## src/rtl/cursor_step_ctrl_pkg.sv

```systemverilog
`default_nettype none
// ============================================================================
// Module   : cursor_step_ctrl_pkg
// Brief    : Shared types and constants for the cursor step sequencer:
//            FSM state encoding, button/direction codes, grid bounds.
// Options  : CURSOR_AUTO_REPEAT_EN (used by cursor_step_ctrl)
// Revision : 1.0  initial release
// ============================================================================
package cursor_step_ctrl_pkg;

  localparam int DEF_COUNT_WIRES = 2;

  // Button index layout of the internal level/edge vectors
  localparam int NUM_BTNS = 5;
  localparam int BTN_SEL  = 4;

  typedef enum logic [2:0] {
    S_ROW    = 3'd0,
    S_COL    = 3'd1,
    S_PULSE  = 3'd2,
    S_GAP    = 3'd3,
    S_COMMIT = 3'd4
  } state_e;

  // Direction codes double as indices into the button vectors
  typedef enum logic [1:0] {
    DIR_UP    = 2'd0,
    DIR_DOWN  = 2'd1,
    DIR_LEFT  = 2'd2,
    DIR_RIGHT = 2'd3
  } dir_e;

  function automatic int grid_max(input int width);
    return (1 << width) - 1;
  endfunction

  localparam int GRID_MAX = grid_max(DEF_COUNT_WIRES);

endpackage
`default_nettype wire

```

## src/rtl/cursor_step_ctrl_if.sv

```systemverilog
`default_nettype none
// ============================================================================
// Module   : cursor_step_ctrl_if
// Brief    : Button inputs and step-command outputs of the cursor sequencer.
//            master = button/lock source and counter side, slave = sequencer.
// Revision : 1.0  initial release
// ============================================================================
interface cursor_step_ctrl_if
  import cursor_step_ctrl_pkg::*;
#(
  parameter int COUNT_WIRES = DEF_COUNT_WIRES
) ();

  logic                   btn_up;
  logic                   btn_down;
  logic                   btn_left;
  logic                   btn_right;
  logic                   btn_sel;
  logic                   lock;
  logic                   row_en;
  logic                   col_en;
  logic                   add_n;
  logic                   fire;
  logic [COUNT_WIRES-1:0] row_pos;
  logic [COUNT_WIRES-1:0] col_pos;
  logic                   stage_col;
  logic                   commit;

  modport master (
    output btn_up, btn_down, btn_left, btn_right, btn_sel, lock,
    input  row_en, col_en, add_n, fire, row_pos, col_pos, stage_col, commit
  );

  modport slave (
    input  btn_up, btn_down, btn_left, btn_right, btn_sel, lock,
    output row_en, col_en, add_n, fire, row_pos, col_pos, stage_col, commit
  );

endinterface
`default_nettype wire

```

## src/rtl/cursor_step_ctrl_btn_edge_detect.sv

```systemverilog
`default_nettype none
// ============================================================================
// Module   : cursor_step_ctrl_btn_edge_detect
// Brief    : Rising-edge detector for one debounced button level.
//            rise = level AND NOT previous-cycle level.
// Revision : 1.0  initial release
// ============================================================================
module cursor_step_ctrl_btn_edge_detect (
  input  wire logic clk,
  input  wire logic rst,
  input  wire logic btn,
  output logic      rise
);

  logic prev_q;
  logic prev_d;

  // Previous level is tracked every cycle regardless of sequencer state
  always_comb begin
    prev_d = btn;
  end

  // Previous-level register
  always_ff @(posedge clk) begin
    if (rst) prev_q <= 1'b0;
    else     prev_q <= prev_d;
  end

  assign rise = btn & ~prev_q;

endmodule
`default_nettype wire

```

## src/rtl/cursor_step_ctrl.sv

```systemverilog
`default_nettype none
// ============================================================================
// Module   : cursor_step_ctrl
// Brief    : Turns button edges into row/column step commands for the VDC
//            position counters, keeps saturating shadow coordinates and runs
//            the row-select / column-select / commit flow.
// Options  : CURSOR_AUTO_REPEAT_EN - held direction button auto-repeats
//            every REPEAT_CYCLES idle cycles.
// Revision : 1.0  initial release
// ============================================================================
module cursor_step_ctrl
  import cursor_step_ctrl_pkg::*;
#(
  parameter int COUNT_WIRES   = DEF_COUNT_WIRES,
  parameter int INIT_ROW      = 0,
  parameter int INIT_COL      = 0,
  parameter int REPEAT_CYCLES = 16
) (
  input wire logic         clk,
  input wire logic         rst,
  cursor_step_ctrl_if.slave bus
);

  localparam logic [COUNT_WIRES-1:0] POS_MAX = COUNT_WIRES'(grid_max(COUNT_WIRES));
  localparam logic [COUNT_WIRES-1:0] ROW_RST = COUNT_WIRES'(INIT_ROW);
  localparam logic [COUNT_WIRES-1:0] COL_RST = COUNT_WIRES'(INIT_COL);

  logic [NUM_BTNS-1:0] btn_lvl;
  logic [NUM_BTNS-1:0] btn_rise;
  logic [NUM_BTNS-1:0] ev;

  assign btn_lvl = {bus.btn_sel, bus.btn_right, bus.btn_left, bus.btn_down, bus.btn_up};

  for (genvar gi = 0; gi < NUM_BTNS; gi++) begin : g_edge
    cursor_step_ctrl_btn_edge_detect u_edge (
      .clk  (clk),
      .rst  (rst),
      .btn  (btn_lvl[gi]),
      .rise (btn_rise[gi])
    );
  end

  // Edges are still registered under lock; only the events are suppressed
  assign ev = btn_rise & {NUM_BTNS{~bus.lock}};

  state_e                 state_q, state_d;
  state_e                 ret_q, ret_d;
  logic                   row_en_q, row_en_d;
  logic                   col_en_q, col_en_d;
  logic                   add_n_q, add_n_d;
  logic [COUNT_WIRES-1:0] row_q, row_d;
  logic [COUNT_WIRES-1:0] col_q, col_d;

  logic rep_up, rep_down, rep_left, rep_right;

`ifdef CURSOR_AUTO_REPEAT_EN
  localparam int REP_W = $clog2(REPEAT_CYCLES + 1);
  localparam logic [REP_W-1:0] REP_LAST = REP_W'(REPEAT_CYCLES - 1);

  logic [REP_W-1:0] rep_cnt_q, rep_cnt_d;
  dir_e             rep_dir_q, rep_dir_d;
  logic             rep_fire;
  logic             hold_vld;
  dir_e             hold_dir;
  logic             axis_col;
  logic             in_step;

  // Hold counter: counts while one active-axis direction is held, frozen
  // during the pulse/gap, restarted on release, lock, direction or stage change
  always_comb begin
    rep_cnt_d = rep_cnt_q;
    rep_dir_d = rep_dir_q;
    rep_fire  = 1'b0;
    hold_vld  = 1'b0;
    hold_dir  = DIR_UP;
    in_step   = (state_q == S_PULSE) || (state_q == S_GAP);
    axis_col  = (state_q == S_COL) || (in_step && (ret_q == S_COL));
    if (!axis_col) begin
      hold_vld = bus.btn_up ^ bus.btn_down;
      hold_dir = bus.btn_up ? DIR_UP : DIR_DOWN;
    end else begin
      hold_vld = bus.btn_left ^ bus.btn_right;
      hold_dir = bus.btn_left ? DIR_LEFT : DIR_RIGHT;
    end
    if (bus.lock || !hold_vld || (state_q == S_COMMIT) || (hold_dir != rep_dir_q)) begin
      rep_cnt_d = '0;
      rep_dir_d = hold_dir;
    end else if (!in_step) begin
      if (ev[BTN_SEL]) begin
        rep_cnt_d = '0;
      end else if (rep_cnt_q == REP_LAST) begin
        rep_fire  = 1'b1;
        rep_cnt_d = '0;
      end else begin
        rep_cnt_d = rep_cnt_q + 1'b1;
      end
    end
  end

  // Hold counter registers
  always_ff @(posedge clk) begin
    if (rst) begin
      rep_cnt_q <= '0;
      rep_dir_q <= DIR_UP;
    end else begin
      rep_cnt_q <= rep_cnt_d;
      rep_dir_q <= rep_dir_d;
    end
  end

  assign rep_up    = rep_fire && (rep_dir_q == DIR_UP);
  assign rep_down  = rep_fire && (rep_dir_q == DIR_DOWN);
  assign rep_left  = rep_fire && (rep_dir_q == DIR_LEFT);
  assign rep_right = rep_fire && (rep_dir_q == DIR_RIGHT);
`else
  // No repeat moves in this build; REPEAT_CYCLES stays referenced so the
  // parameter list is identical in both builds (the compare is always false)
  assign {rep_up, rep_down, rep_left, rep_right} = {4{REPEAT_CYCLES < 0}};
`endif

  logic row_inc, row_dec, col_inc, col_dec;
  assign row_inc = ev[DIR_DOWN]  | rep_down;
  assign row_dec = ev[DIR_UP]    | rep_up;
  assign col_inc = ev[DIR_RIGHT] | rep_right;
  assign col_dec = ev[DIR_LEFT]  | rep_left;

  // Next-state, step command and shadow coordinate update
  always_comb begin
    state_d  = state_q;
    ret_d    = ret_q;
    row_en_d = row_en_q;
    col_en_d = col_en_q;
    add_n_d  = add_n_q;
    row_d    = row_q;
    col_d    = col_q;
    case (state_q)
      S_ROW: begin
        if (ev[BTN_SEL]) begin
          state_d = S_COL;
        end else if (row_inc && !row_dec && (row_q != POS_MAX)) begin
          row_d = row_q + 1'b1; row_en_d = 1'b1; add_n_d = 1'b0;
          ret_d = S_ROW;        state_d  = S_PULSE;
        end else if (row_dec && !row_inc && (row_q != '0)) begin
          row_d = row_q - 1'b1; row_en_d = 1'b1; add_n_d = 1'b1;
          ret_d = S_ROW;        state_d  = S_PULSE;
        end
      end
      S_COL: begin
        if (ev[BTN_SEL]) begin
          state_d = S_COMMIT;
        end else if (col_inc && !col_dec && (col_q != POS_MAX)) begin
          col_d = col_q + 1'b1; col_en_d = 1'b1; add_n_d = 1'b0;
          ret_d = S_COL;        state_d  = S_PULSE;
        end else if (col_dec && !col_inc && (col_q != '0)) begin
          col_d = col_q - 1'b1; col_en_d = 1'b1; add_n_d = 1'b1;
          ret_d = S_COL;        state_d  = S_PULSE;
        end
      end
      S_PULSE: state_d = S_GAP;
      S_GAP: begin
        state_d  = ret_q;
        row_en_d = 1'b0;
        col_en_d = 1'b0;
        add_n_d  = 1'b0;
      end
      S_COMMIT: state_d = S_ROW;
      default:  state_d = S_ROW;
    endcase
  end

  // Sequencer state, return state, step command and shadow coordinates
  always_ff @(posedge clk) begin
    if (rst) begin
      state_q  <= S_ROW;
      ret_q    <= S_ROW;
      row_en_q <= 1'b0;
      col_en_q <= 1'b0;
      add_n_q  <= 1'b0;
      row_q    <= ROW_RST;
      col_q    <= COL_RST;
    end else begin
      state_q  <= state_d;
      ret_q    <= ret_d;
      row_en_q <= row_en_d;
      col_en_q <= col_en_d;
      add_n_q  <= add_n_d;
      row_q    <= row_d;
      col_q    <= col_d;
    end
  end

  assign bus.row_en    = row_en_q;
  assign bus.col_en    = col_en_q;
  assign bus.add_n     = add_n_q;
  assign bus.fire      = (state_q == S_PULSE);
  assign bus.commit    = (state_q == S_COMMIT);
  assign bus.row_pos   = row_q;
  assign bus.col_pos   = col_q;
  assign bus.stage_col = (state_q == S_COL) ||
                         (((state_q == S_PULSE) || (state_q == S_GAP)) && (ret_q == S_COL));

endmodule
`default_nettype wire

```

## src/flat_wrapper.sv

```systemverilog
// flat-port wrapper written by rule: the top's interface ports become plain ports
module cursor_step_ctrl_flat import cursor_step_ctrl_pkg::*;
#(
  parameter int COUNT_WIRES   = DEF_COUNT_WIRES,
  parameter int INIT_ROW      = 0,
  parameter int INIT_COL      = 0,
  parameter int REPEAT_CYCLES = 16
)
  (clk, rst, bus_btn_up, bus_btn_down, bus_btn_left, bus_btn_right, bus_btn_sel, bus_lock, bus_row_en, bus_col_en, bus_add_n, bus_fire, bus_row_pos, bus_col_pos, bus_stage_col, bus_commit);
  cursor_step_ctrl_if #(.COUNT_WIRES(COUNT_WIRES)) bus_i ();
  input wire logic clk;
  input wire logic rst;
  input wire logic [$bits(bus_i.btn_up)-1:0] bus_btn_up;
  input wire logic [$bits(bus_i.btn_down)-1:0] bus_btn_down;
  input wire logic [$bits(bus_i.btn_left)-1:0] bus_btn_left;
  input wire logic [$bits(bus_i.btn_right)-1:0] bus_btn_right;
  input wire logic [$bits(bus_i.btn_sel)-1:0] bus_btn_sel;
  input wire logic [$bits(bus_i.lock)-1:0] bus_lock;
  output wire logic [$bits(bus_i.row_en)-1:0] bus_row_en;
  output wire logic [$bits(bus_i.col_en)-1:0] bus_col_en;
  output wire logic [$bits(bus_i.add_n)-1:0] bus_add_n;
  output wire logic [$bits(bus_i.fire)-1:0] bus_fire;
  output wire logic [$bits(bus_i.row_pos)-1:0] bus_row_pos;
  output wire logic [$bits(bus_i.col_pos)-1:0] bus_col_pos;
  output wire logic [$bits(bus_i.stage_col)-1:0] bus_stage_col;
  output wire logic [$bits(bus_i.commit)-1:0] bus_commit;
  assign bus_i.btn_up = bus_btn_up;
  assign bus_i.btn_down = bus_btn_down;
  assign bus_i.btn_left = bus_btn_left;
  assign bus_i.btn_right = bus_btn_right;
  assign bus_i.btn_sel = bus_btn_sel;
  assign bus_i.lock = bus_lock;
  assign bus_row_en = bus_i.row_en;
  assign bus_col_en = bus_i.col_en;
  assign bus_add_n = bus_i.add_n;
  assign bus_fire = bus_i.fire;
  assign bus_row_pos = bus_i.row_pos;
  assign bus_col_pos = bus_i.col_pos;
  assign bus_stage_col = bus_i.stage_col;
  assign bus_commit = bus_i.commit;
  cursor_step_ctrl #(.COUNT_WIRES(COUNT_WIRES), .INIT_ROW(INIT_ROW), .INIT_COL(INIT_COL), .REPEAT_CYCLES(REPEAT_CYCLES)) u_core (.clk(clk), .rst(rst), .bus(bus_i));
endmodule
```

## config.mk

```make
export PLATFORM = sky130hd
export DESIGN_NAME = cursor_step_ctrl_flat
export DESIGN_NICKNAME = d
export VERILOG_FILES = /design/src/rtl/cursor_step_ctrl_pkg.sv /design/src/rtl/cursor_step_ctrl_if.sv /design/src/rtl/cursor_step_ctrl_btn_edge_detect.sv /design/src/rtl/cursor_step_ctrl.sv /design/src/flat_wrapper.sv
export SDC_FILE = /design/constraint.sdc
export NUM_CORES = 1
export LEC_CHECK = 0
export ABC_AREA = 1
export BUFFER_PORTS_ARGS = -buffer_cell sky130_fd_sc_hd__buf_2
export CORE_UTILIZATION = 51
export DETAILED_ROUTE_END_ITERATION = 10
export PLACE_DENSITY = 0.77
export SLEW_MARGIN = 20
export SYNTH_ARGS = -nofsm -noshare
export SYNTH_HDL_FRONTEND = slang
export SYNTH_SLANG_ARGS = --single-unit
```

## constraint.sdc

```tcl
create_clock -name clk -period 1.6 [get_ports clk]
set_clock_uncertainty 0.05 [all_clocks]
set_input_delay 0.4 -clock clk [delete_from_list [all_inputs] [get_ports clk]]
set_output_delay 0.4 -clock clk [all_outputs]
set_load 0.03 [all_outputs]
```

[Yosys cells after proc, flatten, opt, wreduce, memory -nomap -nowiden]
Index checks and enable logic that the tools add are counted.
Storage, ports and cells
  flip-flop bits (word level): 18
  input bits: 8
Operators by class
  add/subtract/negate cells: 4
  eq/ne operators: 13
  muxes and demuxes: 31
  bitwise operators: 13
  reduce and logical (&&, ||, !) cells: 31
Operators with widths (count)
  $mux 3: 12
  $reduce_bool 2->1: 7
  $pmux 3 s4: 1
  $reduce_and 3->1: 4
  $mux 1: 10
  $reduce_and 5->1: 2
  $logic_and 1x1->1: 9
  $mux 2: 4
  $ne 2x2->1 const B: 4
  $ne 4x1->1 const B: 2
  $not 1->1: 7
  $eq 3x1->1 const B: 2
  $eq 3x2->1 const B: 2
  $ne 3x1->1 const B: 2
  $pmux 3 s2: 1
  $and 1x1->1: 5
  $and 5x5->5: 1
  $add 2x1->2 const B: 2
  $logic_not 1->1: 4
  $pmux 1 s2: 2
  $sub 2x1->2 const B: 2
  $eq 3x3->1 const B: 1
  $logic_not 3->1: 1
  $pmux 1 s3: 1
  other kinds (3): 4

[Logic depth before layout (Yosys ltp)]
Gate-level depths: netlist (run 1).
  depth after elaboration: 10
  mapped depth: 10
  depth with buffers taken out: 10

[Hierarchy]
From an unflattened synthesis (run 1), not the netlist that was laid out.
Unflattened totals
  cells, all modules: 124
  area total of the unflattened synthesis: 818.3 µm²
By module, submodules not included
  cursor_step_ctrl: instances 1, cells an instance 104, area each 661.9 µm², seq. area each 220.2 µm²
  cursor_step_ctrl_btn_edge_detect: instances 5, cells an instance 4, area each 31.3 µm², seq. area each 20.0 µm²

[Worst setup path after synthesis (run 1)]
No wires, ideal clock.
  kind: reg-to-output
  from: register u_core.state_q[1]
  to: output bus_fire
  arrival: 1.221 ns
  required time: 1.150 ns
  setup slack: -0.071 ns
  stages on the path, launching flop included: 3
  buffers on the path: 0
  cells stage by stage: dfxtp_1 > inv_2 > nor3_1
On the way
  word-level cells in the longest chain between the ends: 1
RTL lines
  start, declared: line cursor_step_ctrl.sv:46  | state_e state_q, state_d;
  start signal, assigned: line cursor_step_ctrl.sv:182  | state_q <= state_d;
  $eq 3x2->1: line cursor_step_ctrl.sv:195  | assign bus.fire = (state_q == S_PULSE);
  end, declared: line flat_wrapper.sv:22  | output wire logic [$bits(bus_i.fire)-1:0] bus_fire;
Every way passes these cells.

[Worst setup path after layout (run 1)]
  from: register u_core.state_q[1]
  to: output bus_stage_col
On the way
  word-level cells in the longest chain between the ends: 4
RTL lines
  $eq 3x2->1: line cursor_step_ctrl.sv:200  | (((state_q == S_PULSE) || (state_q == S_GAP)) && (ret_q == S_COL));
  $logic_or 1x1->1: line cursor_step_ctrl.sv:200
  $logic_and 1x1->1: line cursor_step_ctrl.sv:200
  $logic_or 1x1->1 (*): line cursor_step_ctrl.sv:199  | assign bus.stage_col = (state_q == S_COL) ||
  end, declared: line flat_wrapper.sv:25  | output wire logic [$bits(bus_i.stage_col)-1:0] bus_stage_col;
Mark *: on every way between the ends. The rest lies on a longest branch, timed or not.

==> flow_summary.yaml, run 1 <==
clock_tree:
  clk_latency_ns: 0.29
  clockBufferDepth: 2
  clock-sinks: 16
  tritoncts: "built"
  cts_made_buffers: 3
  root_buffer: "clkbuf_4"
  htreeDepth: 1
  clk_pin_slew_worst_paths_ns: 0.10
  cts_setup_buffers: 0
power:
  pwr-share-comb: 0.295
  internal_power_mw: 0.682
  p_leak_nw: 0.487
  ir_drop_mv: 0.535
  powerDensity_mw_per_mm2: 1110
  clkPwrFrac: 0.260
  switching_share: 0.359
  p_sw_mw: 0.382
  p_total_mw: 1.06
  p_seq_frac: 0.444
worst_hold_path:
  worstHoldStart: "bus_btn_up"
  min_path_cells: 3
  hp-class: "input pin to flop"
  hold_end: "u_core.g_edge[0].u_edge.prev_q"
route:
  drt-vias-per-instance: 5.31
  drt.antenna.violating_nets: 0
  firstDrtPassIters: 4
  drt_iter0_drc: 28
  vias: 791
  wl_per_cell_um: 11.3
  drt_drc_violations_left: 0
  finalWirelength_mm: 1.68
setup_path:
  timing.rr.end: "u_core.bus.row_pos[1]"
  crit_type: "flop to output port"
  path_delay_family: "flip-flops"
  cp-end-kind: "output port"
  start_kind: "flop"
  crit_chain: "inv_6, nor2_4, nand2_1, o21ai_1, buf_4"
  reg2reg_depth: 7
  arrival_ns: 1.15
  crit_required_ns: 1.15
  reg2reg_from: "u_core.bus.row_pos[0]"
  crit_fanout: 4
  rrSetupSlack_ns: 0.27
  worst_path_max_delay_cell: "dfxtp_4"
  cpPeakStageDelay_ns: 0.41
  path_buf_inv: 2
floorplan:
  start_util: 0.576
  core_mm2: 0.00137
  io_pins: 18
  die_w_um: 41.3
  die_y_um: 41.3
  dieArea_mm2: 0.00170
  fp-row-count: 13
synth:
  ys.warnings.count: 0
  ys_seq_elements: 16
  synth_fp_nets: 122
  ys_seq_area_frac: 0.407
  synth_cells: 114
  syn_avg_cell_area_um2: 6.90
  syn-cell-area_um2: 787
  yosysUniqueCellTypes: 19
sta:
  period_share: 0.997
  drv_slew: 0
  worst_slew_pin_slew_ns: 0.227
  fmax_mhz: 627
  setup_viol: 0
  relSlewSlack: 0.848
  hold_viol: 0
  finalWorstSetupSlack_ns: 0.00488
  rsz0062_at_grt: "true"
  holdWs_ns: 0.266
  period_needed_ns: 1.60
grt:
  first_global_vias: 656
  grt_max_degree: 13
  grt_pass1_wl_mm: 2.66
  grt.overflow.total: 0
  antenna_found_initial: 0
  track_usage: 0.243
place:
  portBuffers: 17
  place_ws_ns: 0.0953
  dpl.hpwl_mm: 1.23
  gp_congestion: 0.855
cells_and_area:
  fin_nets: 143
  final_common_cell: "nand2_1"
  drive_above_1_share: 0.299
  syn2layout_area_growth_pct: 22.3
  fin_util: 0.704
  final_cell_mix: "nand2_1, nor2_1, inv_1, buf_2, dfxtp_1"
  n_antenna_cell: 0
flow_run:
  cap_violations: 0
run_status:
  status: "complete, no violations"
==> repair_timing <==
action | CTS | global route
hold buffers | 0 | 0
gates resized for setup | 11 | 2
endpoints found under the setup margin | 3 | 3
hold endpoints to repair | 0 | 0
==> synthesized netlist by cell type <==
master / number / area share
inv_2: 3 / 0.014
a21oi_1: 9 / 0.057
nand3_1: 7 / 0.045
nor2_2: 2 / 0.016
nand3_2: 2 / 0.025
o21ai_0: 6 / 0.038
nor2_1: 17 / 0.081
nor3_1: 3 / 0.019
dfxtp_1: 16 / 0.41
inv_1: 14 / 0.067
o21ai_1: 3 / 0.019
nor2_4: 2 / 0.029
a31oi_1: 2 / 0.016
nand4_1: 2 / 0.016
nand4_2: 1 / 0.016
clkbuf_1: 1 / 0.0048
nand2_2: 4 / 0.032
nand2_1: 19 / 0.091
or2_1: 1 / 0.0080
==> layer usage <==
metal,part of all wire,track usage
met5,0,0
met4,0.018,0.121
met2,0.48,0.438
met3,0.045,0.0326
met1,0.46,0.275
==> sequential cells by signal, indices dropped and copies added (netlist names) <==
register                     cells
u_core.g_edge.u_edge.prev_q      5
u_core.state_q                   3
u_core.bus.col_pos               2
u_core.bus.row_pos               2
u_core.bus.add_n                 1
u_core.bus.col_en                1
u_core.bus.row_en                1
u_core.ret_q                     1
==> power by group through the flow <==
stage               combinational (mW)  clock [mW]  sequential [mW]
finish                           0.314       0.277            0.473
global route                     0.349       0.292            0.478
CTS                              0.312       0.275            0.471
detailed placement               0.295           0            0.471
global placement                 0.290           0            0.469
floorplan                        0.199           0            0.499
==> tightest hold or removal path: cells and delay by family <==
family	cells	cell delay, ns
buffers and inverters	2	0.11
and+or+nand+nor	1	0.07
==> cell families after synthesis <==
group,count (synthesis),synth area share
AO/OA/AOI/OAI,20,0.130
buffers and inverters,18,0.0858
flip-flops,16,0.407
AND/OR/NAND/NOR,60,0.377
==> metrics by stage <==
step / setup TNS [ns] / instances / area [µm²]
after floorplan: 0 / 114 / 792
after global placement: 0 / 145 / 892
after detailed placement: 0 / 145 / 892
after CTS: 0 / 149 / 957
after global routing: -0.161 / 149 / 962
final: 0 / 149 / 962
==> worst max-delay path by stage <==
stage	startpoint	to	slack, ns	cells past startpoint
2_1_floorplan	u_core.state_q[2]	bus_commit	0.07	2
3_3_place_gp	bus_lock	u_core.bus.add_n	0.15	9
3_5_place_dp	bus_lock	u_core.bus.add_n	0.1	9
4_1_cts	u_core.state_q[1]	bus_stage_col	0.008	5
5_1_grt	u_core.state_q[2]	bus_commit	-0.07	3
6_report	u_core.state_q[1]	bus_stage_col	0.005	5
==> area by class of cell <==
| class | count | area, µm² |
|---|---|---|
| sequential | 16 | 327 |
| multi-input combinational | 80 | 417 |
| clock buffer | 4 | 36.3 |
| timing repair buffer | 17 | 92.6 |
| inverter | 17 | 71.3 |
| tap | 15 | 18.8 |
| fill | 119 | 404 |
Power figures use the tool's default switching activity.
==> run 2: changes to the inputs <==
- RECOVER_POWER: not set -> 25
- SKIP_CTS_REPAIR_TIMING: not set -> 1
==> run 2 against run 1 <==
The run now ends with negative setup slack left. Clock power hardly changed. Critical path depth decreased by 1. Worst setup slack worse by 0.045 ns. Maximum frequency down 2.7%. Sequential share of layout area decreased by 0.26 points. Count of clock-buffer cells in the layout unchanged. Sequential cell count unchanged. Via count shrank 0.13%. Critical path type unchanged. Largest power group unchanged. Highest routed layer unchanged.
==> flow_summary.yaml, run 2 (same netlist as run 1, synthesis figures left out) <==
floorplan:
  dieArea_mm2: 0.00170
  fp-row-count: 13
  die_w_um: 41.3
  start_util: 0.576
  die_y_um: 41.3
  io_pins: 18
  core_mm2: 0.00137
cells_and_area:
  largestRegisters: "u_core.g_edge.u_edge.prev_q: 5 flops, u_core.state_q: 3 flops"
  drive_above_1_share: 0.304
  fin_util: 0.710
  syn2layout_area_growth_pct: 23.2
  fillers: 117
  regMostFlops: "u_core.g_edge.u_edge.prev_q"
  n_antenna_cell: 0
  fin_nets: 144
  final_common_cell: "nand2_1"
  final_cells: 150
  final_cell_mix: "nand2_1, nor2_1, inv_1"
  largest_reg_flops: 5
sta:
  fmax_mhz: 610
  period_share: 1.03
  worst_slew_pin_slew_ns: 0.518
  fin_setup_tns_ns: -0.0752
  hold_viol: 0
  relSlewSlack: 0.655
  period_needed_ns: 1.64
  drv_slew: 0
  setup_viol: 3
  finalWorstSetupSlack_ns: -0.0400
  rsz0062_at_grt: "true"
worst_hold_path:
  min_path_cells: 3
  hp-class: "input pin to flop"
setup_path:
  rrSetupSlack_ns: 0.23
  crit_required_ns: 1.15
  crit_fanout: 5
  start_kind: "flop"
  arrival_ns: 1.19
  cp-end-kind: "output port"
  reg2reg_depth: 7
  crit_type: "flop to output port"
power:
  ir_drop_mv: 0.600
  internal_power_mw: 0.691
  p_seq_frac: 0.435
  p_sw_mw: 0.385
  clkPwrFrac: 0.255
  switching_share: 0.358
  pwr-share-comb: 0.310
  p_leak_nw: 0.486
  powerDensity_mw_per_mm2: 1110
clock_tree:
  cts_made_buffers: 3
  root_buffer: "clkbuf_4"
  clockBufferDepth: 2
  clk_latency_ns: 0.29
  clk_pin_slew_worst_paths_ns: 0.10
  tritoncts: "built"
  clock-sinks: 16
  htreeDepth: 1
place:
  place_inst: 145
  gp_congestion: 0.855
  portBuffers: 17
  place_ws_ns: 0.0953
  dpl.hpwl_mm: 1.23
grt:
  first_global_vias: 660
  grt.overflow.total: 0
  grt_pass1_wl_mm: 2.69
  grt_max_degree: 13
  track_usage: 0.245
  antenna_found_initial: 0
route:
  top_layer_used: "met4"
  vias: 790
  met2WireLength_um: 820
  wl_per_cell_um: 11.5
  met1_length_um: 755
  dr_wl_met3_um: 99
  firstDrtPassIters: 4
  drt_drc_violations_left: 0
  drt-vias-per-instance: 5.27
  finalWirelength_mm: 1.73
  drt_iter0_drc: 26
  drt.antenna.violating_nets: 0
flow_run:
  cap_violations: 0
run_status:
  violations: "negative setup slack"
  status: "finished with violations"
## run 2: cell types whose count changed in the layout (fill, tap and decap cells not counted), sizes merged
cell	delta
clkbuf	+1
## run 2: through the flow
stage	power, mW	instance area [µm²]	hold slack [ns]
after floorplan	0.698	792	0.414
after global placement	0.759	892	0.418
after detailed placement	0.766	892	0.430
after CTS	1.04	928	0.268
after global routing	1.13	970	0.274
final	1.08	970	0.264
## run 2: power by group through the flow
stage	sequential [mW]	combinational, mW	clock (mW)
detailed placement	0.471	0.295	0
global placement	0.469	0.290	0
global route	0.472	0.368	0.291
floorplan	0.499	0.199	0
finish	0.468	0.334	0.274
CTS	0.463	0.298	0.275
## run 2: cell type report
type                    instances  area (µm²)  share of cell area
inverters                      17        63.8              0.0658
multi-input cells              80         422               0.435
repair buffers                 18         103               0.106
clock buffers                   4        36.3              0.0374
flip-flops and latches         16         327               0.337
well taps                      15        18.8              0.0194
## run 2: worst paths after layout
path,endpoint,start
worst min-delay path,u_core.g_edge[0].u_edge.prev_q,bus_btn_up
worst min register to register,u_core.bus.col_en,u_core.bus.col_en
worst max-delay path,bus_stage_col,u_core.state_q[2]
worst max register to register,u_core.bus.row_pos[1],u_core.state_q[1]
## run 2: per-layer routing
| metal | vias to the layer above | global-route usage |
|---|---|---|
| li1 | 412 | - |
| met1 | 336 | 0.285 |
| met2 | 35 | 0.434 |
| met3 | 7 | 0.0326 |
| met4 | 0 | 0.121 |
| met5 | - | 0 |
## run 2: worst max-delay path: stages, from the launching register on
cell     delay (ns)
dfxtp_2        0.37
inv_2          0.11
nand2_2        0.12
o21ai_2        0.13
buf_4          0.17
==> run 3: changes to the inputs <==
- CTS_CLUSTER_DIAMETER: not set -> 50
- SYNTH_HIERARCHICAL: not set -> 1
==> run 3 against run 2 <==
The run ends with design-rule violations left. Combinational power increased by 19%. Area after synthesis increased by 4.0%. Wire length down 9.0%. Critical endpoint unchanged. Largest cell class unchanged. Largest power group unchanged. Highest routed layer unchanged.
==> flow_summary.yaml, run 3 <==
power:
  ir_drop_mv: 0.527
  p_total_mw: 1.07
  p_sw_mw: 0.395
  clkPwrFrac: 0.188
  internal_power_mw: 0.679
  powerDensity_mw_per_mm2: 1080
  p_seq_frac: 0.443
  pwr-share-comb: 0.370
  switching_share: 0.368
  p_leak_nw: 0.519
synth:
  async_flop_share: 0
  ys_seq_area_frac: 0.391
  syn-cell-area_um2: 818
  synth_area_leader_cell: "dfxtp_1"
  synth_fp_nets: 132
  ys.warnings.count: 6
  yosysMostFrequentCell: "nor2_1"
  synth_top_area_share: 0.391
  yosysUniqueCellTypes: 19
  netlist_top_cells_count: "nor2_1, inv_1, nand2_1"
  synth-edff-count: 0
  ys_seq_elements: 16
  synthTopCellsByArea: "dfxtp_1, nor2_1, inv_1"
  syn_avg_cell_area_um2: 6.60
  ys.flop_type: "dfxtp_1"
  synth_cells: 124
setup_path:
  start_kind: "flop"
  cp-end-kind: "output port"
  crit_type: "flop to output port"
  crit_fanout: 4
  arrival_ns: 1.15
  crit_required_ns: 1.15
cells_and_area:
  final_cell_mix: "nor2_1, nand2_1, inv_1"
  largest_reg_flops: 5
  final_common_cell: "nor2_1"
  fin_util: 0.658
  n_antenna_cell: 0
  drive_above_1_share: 0.277
  syn2layout_area_growth_pct: 21.1
  largestRegisters: "u_core/g_edge.u_edge/prev_q: 5 flops, u_core/state_q: 3 flops"
  stdcell_area_um2: 991
  fillers: 149
  regMostFlops: "u_core/g_edge.u_edge/prev_q"
  final_cells: 164
  fin_nets: 158
place:
  dpl.hpwl_mm: 1.25
  place_ws_ns: 0.0853
  postPlaceCellArea_um2: 931
  place_inst: 158
  portBuffers: 17
  gp_congestion: 0.845
run_status:
  status: "finished with violations"
  violations: "design-rule violations"
route:
  drt.antenna.violating_nets: 0
  drt_drc_violations_left: 1
  drt_iter0_drc: 25
  wl_per_cell_um: 9.57
  finalWirelength_mm: 1.57
  firstDrtPassIters: 7
  drt-vias-per-instance: 5.15
  vias: 845
grt:
  grt_pass1_wl_mm: 2.76
  antenna_found_initial: 0
  grt.overflow.total: 0
  grt_max_degree: 10
  track_usage: 0.201
  first_global_vias: 721
floorplan:
  io_pins: 18
  core_mm2: 0.00151
  start_util: 0.543
  fp-row-count: 14
  die_y_um: 42.1
  dieArea_mm2: 0.00177
  die_w_um: 42.1
sta:
  fin_setup_tns_ns: 0
  worst_slew_pin_slew_ns: 0.387
  period_needed_ns: 1.60
  holdWs_ns: 0.292
  hold_viol: 0
  period_share: 0.999
  drv_slew: 0
  finalWorstSetupSlack_ns: 0.000816
  setup_viol: 0
  relSlewSlack: 0.742
  fmax_mhz: 625
  rsz0062_at_grt: "true"
clock_tree:
  root_buffer: "clkbuf_4"
  tritoncts: "built"
  clock-sinks: 16
  clockBufferDepth: 2
  htreeDepth: 1
  cts_made_buffers: 3
  clk_latency_ns: 0.27
  clk_pin_slew_worst_paths_ns: 0.09
flow_run:
  cap_violations: 0
worst_hold_path:
  hp-class: "input pin to flop"
run 3: cell types whose count changed after synthesis, moves of 2 or more:
cell	delta
nor2_2	-2
nand2_2	-3
o21ai_1	-2
nor2_1	+7
a21oi_2	+2
nand2_4	+2
nand3_1	+6
inv_1	+7
a31oi_1	-2
run 3: power groups by stage:
stage | sequential (mW) | clock, mW | combinational (mW)
2_1_floorplan | 0.514 | 0 | 0.241
3_3_place_gp | 0.477 | 0 | 0.359
3_5_place_dp | 0.480 | 0 | 0.364
4_1_cts | 0.471 | 0.212 | 0.366
5_1_grt | 0.484 | 0.231 | 0.440
6_report | 0.476 | 0.202 | 0.397
run 3: path summary, 6_finish.rpt:
path	slack (ns)	from	cells past startpoint	end
setup / recovery	0.0008	u_core/state_q[1]	6	bus_stage_col
hold / removal	0.29	bus_btn_left	3	u_core/g_edge[2].u_edge/prev_q
setup reg to reg	0.23	u_core/state_q[1]	9	u_core/bus.add_n
hold reg to reg	0.40	u_core/bus.col_en	2	u_core/bus.col_en
run 3: critical path: stages (launching register included):
cell and delay [ns]:
dfxtp_4 0.37, inv_2 0.06, nand2_4 0.05, nor2_4 0.11
inv_2 0.05, o21ai_1 0.06, buf_4 0.17
run 3: layout make-up:
cell class	instances	area, µm²	share of cell area
Timing Repair Buffer	21	119	0.120
Inverter	25	97.6	0.0985
Sequential cell	16	329	0.332
Tap cell	16	20.0	0.0202
Clock buffer	3	22.5	0.0227
Multi-Input combinational cell	83	403	0.407
run 3: kinds of logic (layout without fill, tap and decap cells):
kind of cell,after synthesis,count (layout),synth area share
and+or+nand+nor,65,65,0.370
buffers and inverters,25,49,0.116
AOI/OAI and AO/OA,18,18,0.122
DFF,16,16,0.391
run 3: per-layer routing:
| layer | share of wire | GRT usage | vias up |
|---|---|---|---|
| met3 | 0.048 | 0.0388 | 2 |
| met4 | 0.0057 | 0.0563 | 0 |
| met5 | 0 | 0 | - |
| met1 | 0.45 | 0.245 | 378 |
| met2 | 0.49 | 0.359 | 26 |
| li1 | - | - | 439 |
